**config.mk**
```make
export PLATFORM = sky130hd
export DESIGN_NAME = pll_phase_step_ctrl
export DESIGN_NICKNAME = d
export VERILOG_FILES = /design/src/rtl/pll_ctrl_pkg.sv /design/src/rtl/pll_sync_2ff.sv /design/src/rtl/pll_phase_step_ctrl.sv
export SDC_FILE = /design/constraint.sdc
export NUM_CORES = 1
export LEC_CHECK = 0
export CAP_MARGIN = 20
export CORE_ASPECT_RATIO = 1.5
export CORE_MARGIN = 5
export CORE_UTILIZATION = 30
export CTS_CLUSTER_SIZE = 14
export DETAILED_ROUTE_END_ITERATION = 16
export GPL_TIMING_DRIVEN = 1
export PLACE_DENSITY_LB_ADDON = 0.15
export RECOVER_POWER = 25
export SYNTH_ARGS = -nofsm -noshare
export SYNTH_HDL_FRONTEND = slang
export SYNTH_HIERARCHICAL = 1
export SYNTH_SLANG_ARGS = --single-unit
```
**constraint.sdc**
```tcl
create_clock -name inclk0 -period 2.1 [get_ports inclk0]
set_input_delay 0.21 -clock inclk0 [delete_from_list [all_inputs] [get_ports inclk0]]
set_output_delay 0.21 -clock inclk0 [all_outputs]
set_load 0.03 [all_outputs]
```
**src/rtl/pll_ctrl_pkg.sv**
```systemverilog
// Shared types and constants for the PLL dynamic phase-step controller.
package pll_ctrl_pkg;
  localparam int CNT_SEL_W_DFLT = 4;
  localparam int PHASE_ACC_W    = 16;

  typedef enum logic [2:0] {
    IDLE    = 3'd0,
    STEP    = 3'd1,
    WAIT_LO = 3'd2,
    WAIT_HI = 3'd3,
    SETTLE  = 3'd4,
    RESP    = 3'd5
  } state_e;
endpackage

```
**src/rtl/pll_sync_2ff.sv**
```systemverilog
// 1-bit two-flop synchronizer for PLL status inputs; clears to 0 on reset.
module pll_sync_2ff (
  input  logic clk,
  input  logic rst_n,
  input  logic d,
  output logic q
);
  logic meta_q, sync_q;

  always_ff @(posedge clk) begin
    if (!rst_n) begin
      meta_q <= 1'b0;
      sync_q <= 1'b0;
    end else begin
      meta_q <= d;
      sync_q <= meta_q;
    end
  end

  assign q = sync_q;
endmodule

```
**src/rtl/pll_phase_step_ctrl.sv**
```systemverilog
// Sequences altpll dynamic phase shifting: N single-step pulses, then lock confirm.
// Optional net-step accumulator on phase_acc: define PLL_PHASE_STEP_CTRL_ACC_EN.
module pll_phase_step_ctrl
  import pll_ctrl_pkg::*;
#(
  parameter int CNT_SEL_W   = CNT_SEL_W_DFLT,
  parameter int STEP_W      = 8,
  parameter int PULSE_CYC   = 2,
  parameter int DONE_TMO    = 255,
  parameter int LOCK_SETTLE = 16
) (
  input  logic                   inclk0,
  input  logic                   rst_n,
  input  logic                   req_valid,
  output logic                   req_ready,
  input  logic [CNT_SEL_W-1:0]   req_cnt_sel,
  input  logic                   req_updown,
  input  logic [STEP_W-1:0]      req_steps,
  output logic                   phasestep,
  output logic [CNT_SEL_W-1:0]   phasecounterselect,
  output logic                   phaseupdown,
  input  logic                   phasedone,
  input  logic                   locked,
  output logic                   rsp_valid,
  output logic                   rsp_err,
  output logic [STEP_W-1:0]      rsp_steps,
  output logic [PHASE_ACC_W-1:0] phase_acc
);
  localparam int PW      = $clog2(PULSE_CYC + 1);
  localparam int TMO_MAX = DONE_TMO * 4;
  localparam int TW      = $clog2(TMO_MAX + 1);
  localparam int LW      = $clog2(LOCK_SETTLE + 1);

  state_e                state_q;
  logic                  ready_q, step_q, dir_q, err_q, rsp_valid_q, rsp_err_q;
  logic [CNT_SEL_W-1:0]  sel_q;
  logic [STEP_W-1:0]     steps_q, done_cnt_q, done_cnt_d, rsp_steps_q;
  logic [PW-1:0]         pulse_q;
  logic [TW-1:0]         tmo_q;
  logic [LW-1:0]         lock_q;
  logic                  done_s, locked_s;

  pll_sync_2ff u_sync_done (.clk(inclk0), .rst_n(rst_n), .d(phasedone), .q(done_s));
  pll_sync_2ff u_sync_lock (.clk(inclk0), .rst_n(rst_n), .d(locked),    .q(locked_s));

  assign done_cnt_d = done_cnt_q + STEP_W'(1);

  always_ff @(posedge inclk0) begin
    if (!rst_n) begin
      state_q     <= IDLE;
      ready_q     <= 1'b1;
      step_q      <= 1'b0;
      dir_q       <= 1'b0;
      sel_q       <= '0;
      steps_q     <= '0;
      done_cnt_q  <= '0;
      err_q       <= 1'b0;
      pulse_q     <= '0;
      tmo_q       <= '0;
      lock_q      <= '0;
      rsp_valid_q <= 1'b0;
      rsp_err_q   <= 1'b0;
      rsp_steps_q <= '0;
    end else begin
      rsp_valid_q <= 1'b0;
      unique case (state_q)
        IDLE: begin
          // One dead cycle after a response before the next accept.
          if (!ready_q) begin
            ready_q <= 1'b1;
          end else if (req_valid) begin
            ready_q    <= 1'b0;
            sel_q      <= req_cnt_sel;
            dir_q      <= req_updown;
            steps_q    <= req_steps;
            done_cnt_q <= '0;
            err_q      <= 1'b0;
            pulse_q    <= '0;
            if (req_steps != '0) begin
              state_q <= STEP;
              step_q  <= 1'b1;
            end else begin
              state_q <= RESP;
            end
          end
        end
        STEP: begin
          if (pulse_q == PW'(PULSE_CYC - 1)) begin
            step_q  <= 1'b0;
            tmo_q   <= '0;
            state_q <= WAIT_LO;
          end else begin
            pulse_q <= pulse_q + PW'(1);
          end
        end
        WAIT_LO: begin
          if (!done_s) begin
            tmo_q   <= '0;
            state_q <= WAIT_HI;
          end else if (tmo_q >= TW'(DONE_TMO - 1)) begin
            err_q   <= 1'b1;
            state_q <= RESP;
          end else begin
            tmo_q <= tmo_q + TW'(1);
          end
        end
        WAIT_HI: begin
          if (done_s) begin
            done_cnt_q <= done_cnt_d;
            pulse_q    <= '0;
            tmo_q      <= '0;
            if (done_cnt_d == steps_q) begin
              lock_q  <= '0;
              state_q <= SETTLE;
            end else begin
              step_q  <= 1'b1;
              state_q <= STEP;
            end
          end else if (tmo_q >= TW'(DONE_TMO - 1)) begin
            err_q   <= 1'b1;
            state_q <= RESP;
          end else begin
            tmo_q <= tmo_q + TW'(1);
          end
        end
        SETTLE: begin
          // Lock run-length restarts on any dropout; overall budget is 4x the step timeout.
          lock_q <= locked_s ? lock_q + LW'(1) : '0;
          if (tmo_q < TW'(TMO_MAX)) tmo_q <= tmo_q + TW'(1);
          if (locked_s && lock_q >= LW'(LOCK_SETTLE - 1)) begin
            state_q <= RESP;
          end else if (tmo_q >= TW'(TMO_MAX - 1)) begin
            err_q   <= 1'b1;
            state_q <= RESP;
          end
        end
        RESP: begin
          rsp_valid_q <= 1'b1;
          rsp_err_q   <= err_q;
          rsp_steps_q <= done_cnt_q;
          state_q     <= IDLE;
        end
        default: state_q <= IDLE;
      endcase
    end
  end

  assign req_ready          = ready_q;
  assign phasestep          = step_q;
  assign phasecounterselect = sel_q;
  assign phaseupdown        = dir_q;
  assign rsp_valid          = rsp_valid_q;
  assign rsp_err            = rsp_err_q;
  assign rsp_steps          = rsp_steps_q;

`ifdef PLL_PHASE_STEP_CTRL_ACC_EN
  localparam logic signed [PHASE_ACC_W-1:0] ACC_MAX = {1'b0, {(PHASE_ACC_W-1){1'b1}}};
  localparam logic signed [PHASE_ACC_W-1:0] ACC_MIN = {1'b1, {(PHASE_ACC_W-1){1'b0}}};
  localparam logic signed [PHASE_ACC_W-1:0] ACC_ONE = 1;

  logic signed [PHASE_ACC_W-1:0] acc_q, acc_d;
  logic                          step_done;

  assign step_done = (state_q == WAIT_HI) && done_s;

  always_comb begin
    acc_d = acc_q;
    if (step_done) begin
      if (dir_q && acc_q != ACC_MAX)       acc_d = acc_q + ACC_ONE;
      else if (!dir_q && acc_q != ACC_MIN) acc_d = acc_q - ACC_ONE;
    end
  end

  always_ff @(posedge inclk0) begin
    if (!rst_n) acc_q <= '0;
    else        acc_q <= acc_d;
  end

  assign phase_acc = acc_q;
`else
  assign phase_acc = '0;
`endif
endmodule

```
==> results.ini <==
[outcome]
outcome=complete, no violations

[clock_network]
postCtsSetupBuffers=0
cts_hold_buf=0
cts_buffers=9
clk_pin_slew_ps=50
cts_tree=built
root_buffer=clkbuf_16
htree_levels=3
clk_path_buf_depth=2
clk_latency_ps=320
cts_sinks=58

[worst_setup_path]
cp_max_fo=4
timing.rr.end=err_q
worstPathArrival_ps=2220
cp_slowest_cell=dfxtp_1
start_kind=flop
crit_chain=ha_1, and3_1, ha_1, a211o_1, a211oi_1, o22ai_1, a211oi_1
cp.required_ps=2340
max_stage_delay_ps=330
worst-setup-path-type=reg -> reg
end_kind=flop
rrSetupSlack_ps=120
r2r-start=lock_q[0]
r2r_cells=7

[min_path]
min_path_cells=1
worstHoldEndpoint=u_sync_done/q
hold_path.class=reg -> reg
min_from=u_sync_done/meta_q

[sta]
setup_viol=0
tightestPinTransition_ps=581
fmax_mhz=505
slew_headroom_pct=61.2
fin_crit_ps=1980
hold_viol=0
skew_ps=5.22
tns_ps=0
rsz0062_at_grt=false
drv_slew=0
finalCritPeriodShare_pct=94.3

[die]
dieArea_sq_um=12200
die_height_um=133
start_util_pct=30.9
num_rows=44
core_area_sq_um=9740
boundaryPins=51
die_w_um=91.8

[logic_synthesis]
yosys_most_used_dff=dfxtp_1
seq_area_frac_synth_pct=38.6
ys_top_cells_by_count=dfxtp_1, nor2_1, nand2_1
syn_area_per_cell_sq_um=8.01
ys_ff_latch=58
yosysTopAreaCellShare_pct=38.6
synthTopCellsByArea=dfxtp_1, a21oi_1, nor2_1, nand2_1, buf_4
synthCells=376
synth_top_area_cell=dfxtp_1
synth_edf_count=0
syn-cell-area_sq_um=3010
yosysUniqueCellTypes=53
synth_most_common_cell=dfxtp_1
yosys_warnings=6
async_flop_share_pct=0

[grt]
grt_overflow_total=0
first_global_vias=2751
antenna_found_initial=0
grt_pass1_wl_um=13500
grt_max_degree=30
track_usage_pct=13.9

[detailed_routing]
vias=2754
postRouteWirelength_um=8210
drtIter0Drc=62
routedWlPerCell_um=14.9
routed_via_density=4.99
ant_nets=0
drt-pass1-iter-count=4
drc=0

[flow_run]
drv_cap=0

[final_layout]
n_antenna_cell=0
drive_above_1_share_pct=14.0
nFillCells=1012
fin_nets=456
multiInputGateArea_sq_um=1730
final-instance-count-excl-fill=552
syn2layout_area_growth_pct=31.1
ff_latch_area_sq_um=1160

[pwr]
ir_drop_mv=0.409
power_density_nw_per_um2=910
leakage_nw=1.61
total_power_mw=3.59

[placement]
dp_hpwl_um=6110
place.gp.congestion=0.796
port_buffers=34
dpl.cell_count=536

## timing repair
| item | in CTS | in global routing |
|---|---|---|
| setup endpoints to repair | 4 | 13 |
| resized for setup | 0 | 15 |
| pin swaps | 1 | 3 |
| cloned | 0 | 0 |
## cell type report
class / count / share of cell area, %
Multi-Input combinational cell: 288 / 43.9
Clock inverter: 2 / 0.887
Timing Repair Buffer: 64 / 14.3
Inverter: 11 / 1.05
Clock buffer: 14 / 6.69
Sequential cell: 58 / 29.5
Tap cell: 115 / 3.65
## report_power, final
part	switching [mW]	total [mW]	leakage (nW)	internal (mW)
Clock	0.480	1.46	0.147	0.981
Sequential	0.102	1.29	0.472	1.19
Combinational	0.505	0.842	0.991	0.337
## through the flow
| step | hold slack (ps) | instance area, sq um | util [%] | setup slack (ps) |
|---|---|---|---|---|
| global route | 437 | 3950 | 40.5 | 6.55 |
| finish | 432 | 3950 | 40.5 | 120 |
| detailed placement | 419 | 3580 | 36.7 | -1.06 |
| global placement | 415 | 3580 | 36.7 | 58.3 |
| CTS | 433 | 3880 | 39.8 | 76.1 |
| floorplan | 332 | 3070 | - | 77.0 |
## worst max-delay path by stage
| stage | slack (ps) | to | start | depth (start not counted) |
|---|---|---|---|---|
| 2_1_floorplan | 80 | phasestep | done_cnt_q[0] | 7 |
| 3_5_place_dp | -1 | phasestep | done_cnt_q[0] | 7 |
| 6_report | 120 | err_q | lock_q[0] | 7 |
| 3_3_place_gp | 60 | lock_q[4] | done_cnt_q[0] | 7 |
| 4_1_cts | 80 | phasestep | done_cnt_q[0] | 8 |
| 5_1_grt | 7 | phasestep | steps_q[7] | 7 |
## placed cells by master, fill, tap and decap left out, types with 3 or more instances in the layout
cell type         n
dfxtp_1          55
nor2_1           42
nand2_1          41
a21oi_1          39
buf_4            28
o21ai_0          19
clkdlybuf4s50_1  19
conb_1           16
dlygate4sd3_1    15
inv_1            10
a31oi_1          10
nor3_1            9
nand3_1           9
and2_1            9
clkbuf_16         9
and3_1            8
nand2b_1          8
xnor2_1           7
mux2i_1           7
o22ai_1           5
ha_1              5
clkbuf_1          4
nor3b_2           3
nor2b_1           3
a211oi_1          3
a31o_1            3
dfxtp_2           3
## worst max-delay path: cells and delay by family (launching register included)
| family | cells | cell delay (ps) |
|---|---|---|
| adders and majority gates | 2 | 410 |
| DFF | 1 | 330 |
| AOI/OAI and AO/OA | 4 | 970 |
| and+or+nand+nor | 1 | 190 |
## routing by layer
| metal | up-vias | track usage, % | routed length (um) |
|---|---|---|---|
| met5 | - | 0 | 0 |
| met4 | 0 | 5.95 | 112 |
| met3 | 6 | 3.07 | 173 |
| met2 | 34 | 26.6 | 4590 |
| met1 | 1302 | 14.1 | 3330 |
| li1 | 1412 | - | - |
## state kept, by name, summed over array words and instances, names as in the netlist
| name | count |
|---|---|
| req_ready | 1 |
| phasecounterselect | 4 |
| u_sync_lock/meta_q | 1 |
| tmo_q | 10 |
| done_cnt_q | 8 |
| lock_q | 5 |
| u_sync_done/q | 1 |
| phaseupdown | 1 |
| rsp_steps | 8 |
| state_q | 3 |
| steps_q | 8 |
| rsp_err | 1 |
| err_q | 1 |
| rsp_valid | 1 |
| pulse_q | 2 |
| phasestep | 1 |
| u_sync_lock/q | 1 |
| u_sync_done/meta_q | 1 |
## logic make-up after synthesis
group           Yosys count  synth area share (%)
flops                    58                  38.6
mux                       7                  2.33
fa+ha+maj                 6                  2.49
compound gates          104                  21.8
xor+xnor                  8                  2.33
other cells               1                 0.125
buf+inv                  45                  7.94
simple gates            147                  24.4
Note: power is estimated with default switching activity, not from simulation.
==> patch 1: new RTL, same settings <==
Change the parameter `DONE_TMO` from 255 to 510.
--- a/src/rtl/pll_phase_step_ctrl.sv
+++ b/src/rtl/pll_phase_step_ctrl.sv
@@ -6,7 +6,7 @@
   parameter int CNT_SEL_W   = CNT_SEL_W_DFLT,
   parameter int STEP_W      = 8,
   parameter int PULSE_CYC   = 2,
-  parameter int DONE_TMO    = 255,
+  parameter int DONE_TMO    = 510,
   parameter int LOCK_SETTLE = 16
 ) (
   input  logic                   inclk0,
Function: no difference found for any inputs over 10 cycles, from zero or initial values and one cycle with rst_n low; that may be too few to reach the edited logic, so the function may still have changed.
==> patch 1 against the original RTL <==
Design area up 1.2%; cell count up 2.0%; power down 1.5%; area after synthesis up 3.1%; sequential cell count up 1; die area up 2.8%; fmax down 3.2%; wire length up 4.3%; sequential share of layout area up 0.22 points; combinational power up 7.8%; worst setup slack worse by 66 ps; first-iteration DRC count up 66%; largest cell class unchanged; largest power group is now sequential cells.
==> patch 1: results (changes against the original RTL) <==
# nets final -> 466 (+2.2%)
VDD IR max -> 0.412 mV (+0.64%)
Slowest-stage cell, CP -> or4_4
Syn avg cell area -> 8.08 um^2 (+0.93%)
First-pass GRT wire length -> 14.0 mm (+4.2%)
Drt initial violations -> 103 (+66%)
Top-area cell type share of the netlist area -> 38.1% (-0.51 points)
Post-synth top cells -> dfxtp_1 (59), nand2_1 (42), a21oi_1 (41)
Synth top area cells -> dfxtp_1 (38%), a21oi_1 (6.6%), nand2_1 (5.1%), nor2_1 (4.7%), buf_4 (3.9%)
Number of post-CTS setup repair buffers -> 0 (unchanged)
Crit-path max cell delay -> 520 ps (+190 ps)
Largest register FFs -> 11 (+1)
Arrival time worst endpoint -> 2260 ps (+40 ps)
Register area share after synthesis -> 38.1% (-0.51 points)
Compound-Gate Fraction of Synth Area -> 19.9% (-1.9 points)
Gpl congestion -> 0.827 (+3.9%)
Fillers -> 1059 (+4.6%)
Max Used Layer -> met4
Total track usage -> 14.4% (+0.51 points)
Post-DP HPWL -> 6.51 mm (+6.6%)
Run status -> finished clean
Post-synthesis mux area share -> 3.55% (+1.2 points)
Non-filler cells, final -> 563 (+2.0%)
Adder-Cell Fraction of Synth Area -> 2.42% (-0.074 points)
Worst-path maximum fanout -> 3 (-1)
Pwr top -> sequential cells
Maximum number of pins on one net before global-route repair -> 22 (-27%)
Sequential Power Share -> 37.5% (+1.6 points)
Async set-reset flop share out of synthesis -> 0% (unchanged)
Comb power frac -> 25.7% (+2.3 points)
Wire per inst -> 15.2 um (+2.3%)
YS warnings -> 6 (unchanged)
Post-Synth XOR/XNOR Area -> 4.23% (+1.9 points)
Worst clock skew -> 4.31 ps (-0.907 ps)
Metal2 WL -> 4.54 mm (-1.2%)
Clock-pin slew on the worst setup and hold paths -> 50 ps (about the same)
Vias in the first global route -> 2822 (+2.6%)
Worst Tran Pin Value -> 539 ps (-41.4 ps)
Met1 WL -> 3.47 mm (+4.3%)
Met3 routed WL -> 311 um (+80%)
Share of layout cells above drive strength 1 -> 13.9% (-0.057 points)
Crit path max-delay family -> simple AND/OR/NAND/NOR gates
Sw Ratio -> 32.1% (+1.8 points)
Synth unique cells -> 54 (+1.9%)
Leak pwr -> 1.58 nW (-1.7%)
==> patch 1: cell count changes after synthesis, moves of 4 or more <==
cell and delta:
xor2_1 +5, nand2b_1 -6, nor2_1 -4, a21o_1 +4, nand3b_1 +4, a31oi_1 -6, mux2i_1 +4
==> patch 1: cell type report <==
class / instances / share of cell area [%]
inverter: 8 / 0.752
clock buffer: 12 / 6.17
tap: 117 / 3.67
multi-input combinational: 297 / 45.0
sequential: 59 / 29.7
clock inverter: 3 / 0.376
timing repair buffer: 67 / 14.3
==> patch 1: worst paths after layout <==
check                      from             to  slack [ps]  depth (start not counted)
min reg2reg  u_sync_lock/meta_q  u_sync_lock/q         430                          1
max reg2reg       done_cnt_q[0]      lock_q[4]          50                          6
max               done_cnt_q[0]      lock_q[4]          50                          6
min          u_sync_lock/meta_q  u_sync_lock/q         430                          1
==> patch 1: layer usage <==
| metal | vias up | global-route usage (%) |
|---|---|---|
| met3 | 19 | 3.51 |
| met1 | 1349 | 15.3 |
| met2 | 59 | 26.1 |
| met4 | 0 | 6.93 |
| li1 | 1444 | - |
| met5 | - | 0 |
==> patch 1: metrics by stage <==
| stage | hold slack, ps | setup WS [ps] | total power, mW | utilization (%) | area [um^2] |
|---|---|---|---|---|---|
| 3_5_place_dp | 418 | 32.9 | 2.25 | 36.6 | 3710 |
| 6_report | 428 | 54.8 | 3.54 | 39.4 | 3990 |
| 3_3_place_gp | 417 | 95.2 | 2.24 | 36.6 | 3710 |
| 5_1_grt | 440 | 2.88 | 3.73 | 39.4 | 3990 |
| 4_1_cts | 427 | 11.2 | 3.58 | 39.2 | 3970 |
| 2_1_floorplan | 332 | -15.3 | 1.93 | - | 3190 |
==> patch 2: new RTL, same flow settings <==
Without the edit above. Re-encode `state_e` (6 states) as one-hot, 6 bits wide.
--- a/src/rtl/pll_ctrl_pkg.sv
+++ b/src/rtl/pll_ctrl_pkg.sv
@@ -3,13 +3,13 @@
   localparam int CNT_SEL_W_DFLT = 4;
   localparam int PHASE_ACC_W    = 16;
 
-  typedef enum logic [2:0] {
-    IDLE    = 3'd0,
-    STEP    = 3'd1,
-    WAIT_LO = 3'd2,
-    WAIT_HI = 3'd3,
-    SETTLE  = 3'd4,
-    RESP    = 3'd5
+  typedef enum logic [5:0] {
+    IDLE    = 6'b000001,
+    STEP    = 6'b000010,
+    WAIT_LO = 6'b000100,
+    WAIT_HI = 6'b001000,
+    SETTLE  = 6'b010000,
+    RESP    = 6'b100000
   } state_e;
 endpackage
 
Function: same outputs for any inputs over 10 cycles, from zero or initial values and one cycle with rst_n low; not proved beyond that.
==> patch 2 against the original RTL <==
Cell count increased by 4.7%; worst hold slack got worse by 2.5 ps; wire length increased by 5.3%; via count increased by 5.6%; design area increased by 3.5%; core utilization decreased by 2.2 points; sequential cell count increased by 3; first-iteration DRC count increased to 3.0 times the old value; worst setup slack got worse by 7.5 ps; clock skew increased by 3.2 ps; area after synthesis increased by 9.1%; critical path type unchanged; critical endpoint is now tmo_q[7]; highest routed layer unchanged.
Power is not compared: it rests on default switching activity, and its combinational part moved more than twofold at a synthesized area within 25%.
==> patch 2: results (changes against the original RTL) <==
Run status -> finished clean
Largest register FFs -> 10 (unchanged)
Critical path launch point -> state_q[3]
Vias in the first global route -> 2796 (+1.6%)
# nets final -> 454 (-0.44%)
Post-synth top cells -> dfxtp_1 (61), nand2_1 (43), a21oi_1 (33), nor2_1 (33), buf_4 (18)
Drt pass-1 iters -> 4 (unchanged)
Met1 WL -> 3.53 mm (+5.9%)
Vias/cell -> 5.03 (+0.84%)
M2 GR Usage -> 23.6% (-2.9 points)
Worst clock skew -> 8.40 ps (+3.18 ps)
Post-DP HPWL -> 6.56 mm (+7.5%)
Detailed Route WL -> 8.64 mm (+5.3%)
Crit-path max cell delay -> 480 ps (+150 ps)
Clock-pin slew on the worst setup and hold paths -> 50 ps (about the same)
Met3 routed WL -> 255 um (+47%)
Drt initial violations -> 189 (+200%)
YS warnings -> 6 (unchanged)
Reg2reg path depth -> 6 (-1)
Sw Ratio -> 24.3%
GRT met3 Usage -> 2.99% (-0.082 points)
Total track usage -> 13.3% (-0.55 points)
Gpl congestion -> 0.827 (+3.9%)
Metal2 WL -> 4.64 mm (+0.94%)
Crit path max-delay family -> simple AND/OR/NAND/NOR gates
Diode count -> 0 (unchanged)
Initial antenna violation count -> 0 (unchanged)
Arrival time worst endpoint -> 2250 ps (+30 ps)
Register area share after synthesis -> 37.2% (-1.4 points)
First-pass GRT wire length -> 13.8 mm (+2.7%)
Synth unique cells -> 65 (+23%)
Total power draw -> 2.90 mW
Worst-path maximum fanout -> 11 (+7)
GR Util met1 -> 14.9% (+0.84 points)
Skew-Pair Late Insertion Delay -> 330 ps
DP Worst Slack -> 53.9 ps (+54.9 ps)
Top-area cell type share of the netlist area -> 37.2% (-1.4 points)
Share of layout cells above drive strength 1 -> 12.4% (-1.5 points)
Maximum number of pins on one net before global-route repair -> 35 (+17%)
Synth top area cells -> dfxtp_1 (37%), a21oi_1 (5.0%), nand2_1 (4.9%), buf_4 (4.1%), nor2_1 (3.8%)
patch 2: cell count changes after synthesis, moves of 4 or more:
cell | unedited run | this run
and4_1 | 1 | 5
nor3_1 | 9 | 5
a31oi_1 | 10 | 6
o21ai_0 | 20 | 13
a21oi_1 | 40 | 33
inv_1 | 10 | 5
nor2_1 | 43 | 33
xor2_1 | 1 | 5
clkbuf_1 | 12 | 7
nand4_1 | 1 | 5
nand3_1 | 9 | 15
patch 2: timing repair:
| action | in CTS | in global routing |
|---|---|---|
| endpoints found under the setup margin | 0 | 14 |
| endpoints found under the hold margin | 0 | 0 |
| resized for setup | 0 | 6 |
patch 2: layout make-up:
class,count,area [um^2]
timing repair buffer,52,484
inverter,5,18.8
clock buffer,14,274
tap,144,180
multi-input combinational,301,1900
clock inverter,1,5.00
sequential,61,1220
fill,1109,6560
patch 2: cell families after synthesis:
group | count (synthesis) | synth area share (%)
muxes | 9 | 2.74
other | 1 | 0.114
xor gates and xnor gates | 10 | 2.67
AOI/OAI and AO/OA | 94 | 19.3
and+or+nand+nor | 166 | 28.3
buffers and inverters | 39 | 7.39
adders and majority gates | 6 | 2.29
DFF | 61 | 37.2
patch 2: stage by stage:
stage	instance area, um^2	hold WS, ps	cells
5_1_grt	4080	446	578
3_5_place_dp	3780	421	563
2_1_floorplan	3340	332	401
6_report	4080	430	578
4_1_cts	4060	430	578
3_3_place_gp	3780	414	563
patch 2: path summary, 6_finish.rpt:
kind                   endpoint  slack, ps
hold reg to reg   u_sync_done/q        430
setup / recovery       tmo_q[7]        110
setup reg to reg       tmo_q[7]        110
hold / removal    u_sync_done/q        430
